### config.mk
export PLATFORM = sky130hd
export DESIGN_NAME = sha256_msg_padder
export DESIGN_NICKNAME = d
export VERILOG_FILES = /design/src/rtl/sha256_msg_padder.sv
export SDC_FILE = /design/constraint.sdc
export NUM_CORES = 1
export LEC_CHECK = 0
export ABC_AREA = 1
export CAP_MARGIN = 20
export CORE_UTILIZATION = 34
export DETAILED_ROUTE_END_ITERATION = 12
export PLACE_DENSITY = 0.59
export SLEW_MARGIN = 5
export SYNTH_ARGS = -nofsm -noshare
export SYNTH_HDL_FRONTEND = slang
export SYNTH_SLANG_ARGS = --single-unit
### constraint.sdc
create_clock -name clk -period 60.8 [get_ports clk]
set_clock_uncertainty 0.05 [all_clocks]
set_input_delay 15.2 -clock clk [delete_from_list [all_inputs] [get_ports clk]]
set_output_delay 15.2 -clock clk [all_outputs]
set_load 0.02 [all_outputs]
### src/rtl/sha256_msg_padder.sv
// SHA-256 message padder: packs a byte stream into 512-bit blocks, appends 0x80,
// zero fill and the 64-bit big-endian bit length, and hands blocks downstream.
module sha256_msg_padder #(
    parameter int CNT_W = 32
) (
    input  logic         clk,
    input  logic         reset,
    input  logic [7:0]   in_data,
    input  logic         in_valid,
    input  logic         in_last,
    input  logic         in_empty,
    output logic         in_ready,
    output logic [511:0] block_out,
    output logic         block_valid,
    input  logic         block_ready,
    output logic         block_first,
    output logic         block_last
);

    typedef enum logic [2:0] {
        FILL = 3'd0,
        PAD  = 3'd1,
        ZLEN = 3'd2,
        LEN  = 3'd3,
        EMIT = 3'd4
    } state_t;

    state_t             state_r;
    state_t             pend_r;
    logic [5:0]         ptr_r;
    logic [CNT_W-1:0]   msg_bytes_r;
    logic [63:0]        len_s;
    logic [8:0]         byte_hi_s;

    assign len_s     = {{(61-CNT_W){1'b0}}, msg_bytes_r, 3'b000};
    // MSB index of the byte slot selected by ptr; byte 0 sits at [511:504]
    assign byte_hi_s = 9'd511 - {ptr_r, 3'b000};

    // Padding FSM; block_out doubles as the assembly buffer so it is stable in EMIT
    always_ff @(posedge clk or posedge reset) begin
        if (reset) begin
            state_r     <= FILL;
            pend_r      <= FILL;
            ptr_r       <= 6'd0;
            msg_bytes_r <= {CNT_W{1'b0}};
            block_out   <= 512'd0;
            block_valid <= 1'b0;
            block_last  <= 1'b0;
            block_first <= 1'b1;
            in_ready    <= 1'b1;
        end else begin
            case (state_r)
                FILL: begin
                    if (in_valid && !in_empty) begin
                        block_out[byte_hi_s -: 8] <= in_data;
                        ptr_r       <= ptr_r + 6'd1;
                        msg_bytes_r <= msg_bytes_r + {{(CNT_W-1){1'b0}}, 1'b1};
                        if (ptr_r == 6'd63) begin
                            state_r     <= EMIT;
                            pend_r      <= in_last ? PAD : FILL;
                            block_valid <= 1'b1;
                            block_last  <= 1'b0;
                            in_ready    <= 1'b0;
                        end else if (in_last) begin
                            state_r  <= PAD;
                            in_ready <= 1'b0;
                        end
                    end else if (in_valid && in_last) begin
                        state_r  <= PAD;
                        in_ready <= 1'b0;
                    end
                end
                PAD: begin
                    for (int i = 0; i < 64; i++) begin
                        if (6'(i) == ptr_r) begin
                            block_out[511 - 8*i -: 8] <= 8'h80;
                        end else if (6'(i) > ptr_r) begin
                            block_out[511 - 8*i -: 8] <= 8'h00;
                        end
                    end
                    // No room for the length field: ship this block and build a length-only one
                    if (ptr_r <= 6'd55) begin
                        state_r <= LEN;
                    end else begin
                        state_r     <= EMIT;
                        pend_r      <= ZLEN;
                        block_valid <= 1'b1;
                        block_last  <= 1'b0;
                    end
                end
                ZLEN: begin
                    block_out   <= {448'd0, len_s};
                    state_r     <= EMIT;
                    block_valid <= 1'b1;
                    block_last  <= 1'b1;
                end
                LEN: begin
                    block_out[63:0] <= len_s;
                    state_r         <= EMIT;
                    block_valid     <= 1'b1;
                    block_last      <= 1'b1;
                end
                EMIT: begin
                    if (block_ready) begin
                        block_out   <= 512'd0;
                        ptr_r       <= 6'd0;
                        block_valid <= 1'b0;
                        if (block_last) begin
                            msg_bytes_r <= {CNT_W{1'b0}};
                            block_first <= 1'b1;
                            block_last  <= 1'b0;
                            state_r     <= FILL;
                            in_ready    <= 1'b1;
                        end else begin
                            block_first <= 1'b0;
                            state_r     <= pend_r;
                            in_ready    <= (pend_r == FILL);
                        end
                    end
                end
                default: begin
                    state_r     <= FILL;
                    block_valid <= 1'b0;
                    in_ready    <= 1'b1;
                end
            endcase
        end
    end

endmodule
==> metrics.yaml <==
sta:
  setup_tns_ns: 0
  hold_violations: 0
  fin_crit_sh: 0.2979
  drv_slew: 0
  finalSetupViolCount: 0
  worst_pin_slew_ns: 1.163
  relSlewSlack: 0.2247
  finalWorstPathRequiredPeriod_ns: 18.11
  timing.final.ws_setup_ns: 42.69
  fmax_mhz: 55.21
  fin_hold_ws_ns: 0.4218
  rsz0062_at_grt: "no"
hold_path:
  whs_path_depth: 2
  worst_hold_path_type: "reg2reg"
  min_from: "block_out[388]"
  holdPathEnd: "block_out[388]"
cts:
  htreeDepth: 3
  cts_buffers: 67
  cts_num_sinks: 559
  clkTransAtPathRegs_ns: 0.06
  clk_path_buf_depth: 3
  cts-resized-gates: 0
  ctsHoldBuffers: 0
  clkLatencyLatePin_ns: 0.62
  root_buffer: "clkbuf_16"
  cts_tree: "yes"
  cts_setup_buffers: 0
global_route:
  gr-usage-all-layers: 0.3051
  grt_max_degree: 113
  grt_pass1_vias: 27330
  grt_pass1_wl_um: 190600
  overflow: 0
  grt_antenna_before_repair: 1
route:
  drt_pre_antenna_iters: 7
  vias: 29480
  ant_nets: 0
  detail_route.vias_per_cell: 5.452
  drt_iter0_markers: 3215
  drc_errors: 0
  wire_per_inst_um: 24.34
  drt-total-wl_um: 131600
worst_setup_path:
  cp_max_fo: 80
  r2r_cells: 9
  r2r_end: "block_out[233]"
  arrival_ns: 18.60
  path_class: "in2reg"
  endpoint_kind: "flop"
  start_kind: "input pin"
  r2r_setup_slack_ns: 56.56
  reg2reg_from: "ptr_r[3]"
  critPathRequiredTime_ns: 61.28
floorplan:
  row_count: 105
  ioPinCount: 530
  die-area_um2: 84020
  start_util: 0.3437
  die_h_um: 289.9
  dieWidth_um: 289.9
  coreArea_um2: 81980
place:
  place.detailed.hpwl_um: 96880
  pre_cts_slack_ns: 42.25
  gp_congestion: 0.9702
  portBuffers: 529
synth:
  synth.area.top_cells: "dfrtp_1 49%, nand2_1 17%, o21ai_0 12%"
  synth_seq_area_share: 0.4966
  yosys-top-cells-count: "1312 x nand2_1, 649 x o21ai_0, 557 x dfrtp_1"
  syn_avg_cell_area_um2: 7.402
  synthMostInstantiatedCell: "nand2_1"
  synthCells: 3806
  synth_area_um2: 28170
  postSynth.asyncResetShare: 1.000
  ys.flop_type: "dfrtp_1"
  synth_warnings: 0
  ys_ff_latch: 559
  synth_edf_count: 0
  synth_top_area_share: 0.4947
  synth.largest_area_cell: "dfrtp_1"
  synth.net_count: 3826
  synth_cell_type_count: 33
pwr:
  power_density_nw_per_um2: 36.82
  power_leakage_nw: 16.88
  ir_worst_vdd_mv: 0.03192
  total_power_w: 0.001351
status:
  status: "finished, final reports clean"
final_layout:
  final_nets: 4313
  fin_util: 0.4477
  areaGrowthSynthToFinish_pct: 30.27
  drive_above_1_share: 0.05260
  fillerInstances: 8269
run:
  max-cap-violations: 0
per-layer routing:
metal,vias up,track usage,share of wire
met3,322,0.07659,0.091
met1,14210,0.4018,0.41
li1,13450,-,-
met4,2,0.1422,0.052
met2,1492,0.4705,0.45
met5,-,0,0.000053
power breakdown:
part | switching (W) | internal (W)
clock | 0.000165 | 0.000245
combinational | 0.000437 | 0.0000970
sequential | 0.0000189 | 0.000389
cell type report:
| cell class | count | area, µm² | share of cell area |
|---|---|---|---|
| clock inverters | 17 | 255.2 | 0.006955 |
| diodes | 2 | 5.005 | 0.0001364 |
| inverters | 260 | 985.9 | 0.02686 |
| well taps | 1070 | 1339 | 0.03648 |
| clock buffers | 94 | 1919 | 0.05230 |
| repair buffers | 581 | 5685 | 0.1549 |
| multi-input cells | 2824 | 12520 | 0.3411 |
| flip-flops and latches | 559 | 13990 | 0.3812 |
per-stage QoR:
step,std cells,cell area (µm²)
6_report,5407,36700
5_1_grt,5405,36700
4_1_cts,5404,36690
3_5_place_dp,5293,34510
3_3_place_gp,5293,34510
2_1_floorplan,3806,28170
how the worst max path moves through the flow:
stage / start / end / slack, ns / cells past startpoint
global route: in_valid / block_out[65] / 42.53 / 9
floorplan: reset / async pin / 29.92 / 1
global placement: in_empty / block_out[129] / 42.33 / 10
CTS: in_valid / block_out[70] / 42.84 / 9
detailed placement: in_valid / block_out[38] / 42.25 / 7
finish: in_valid / block_out[70] / 42.69 / 9
worst max-delay path, cell delays in order:
cell,delay (ns)
clkdlybuf4s50_1,0.51
nand4_1,0.13
buf_4,0.44
inv_4,0.74
buf_4,0.77
nand2_1,0.10
nand2_1,0.29
nand2_1,0.11
nand2_1,0.07
kinds of logic after synthesis:
group,Yosys count,synth area share
AOI/OAI and AO/OA,806,0.1481
xor gates and xnor gates,1,0.0003109
adders and majority gates,6,0.002665
buffers and inverters,423,0.05991
DFF,559,0.4966
and+or+nand+nor,2011,0.2924
cells in the final DEF (no fill, tap or decap), types with 3 or more instances in the layout:
cell type / count
nand2_1: 1312
o21ai_0: 649
dfrtp_1: 557
clkdlybuf4s50_1: 529
nor2_1: 309
nand3_1: 256
inv_1: 235
clkbuf_16: 68
o22ai_1: 56
nand4_1: 54
buf_4: 52
a21oi_1: 49
o21ai_1: 30
nor2_2: 26
nor3_1: 25
inv_2: 14
clkbuf_1: 14
o31ai_1: 13
clkbuf_8: 12
nor3_2: 11
clkinv_1: 9
nand2_2: 7
nand3_2: 7
clkinv_2: 7
ha_1: 6
bufinv_16: 6
a21oi_2: 3
Note: power is estimated with default switching activity, not from simulation.
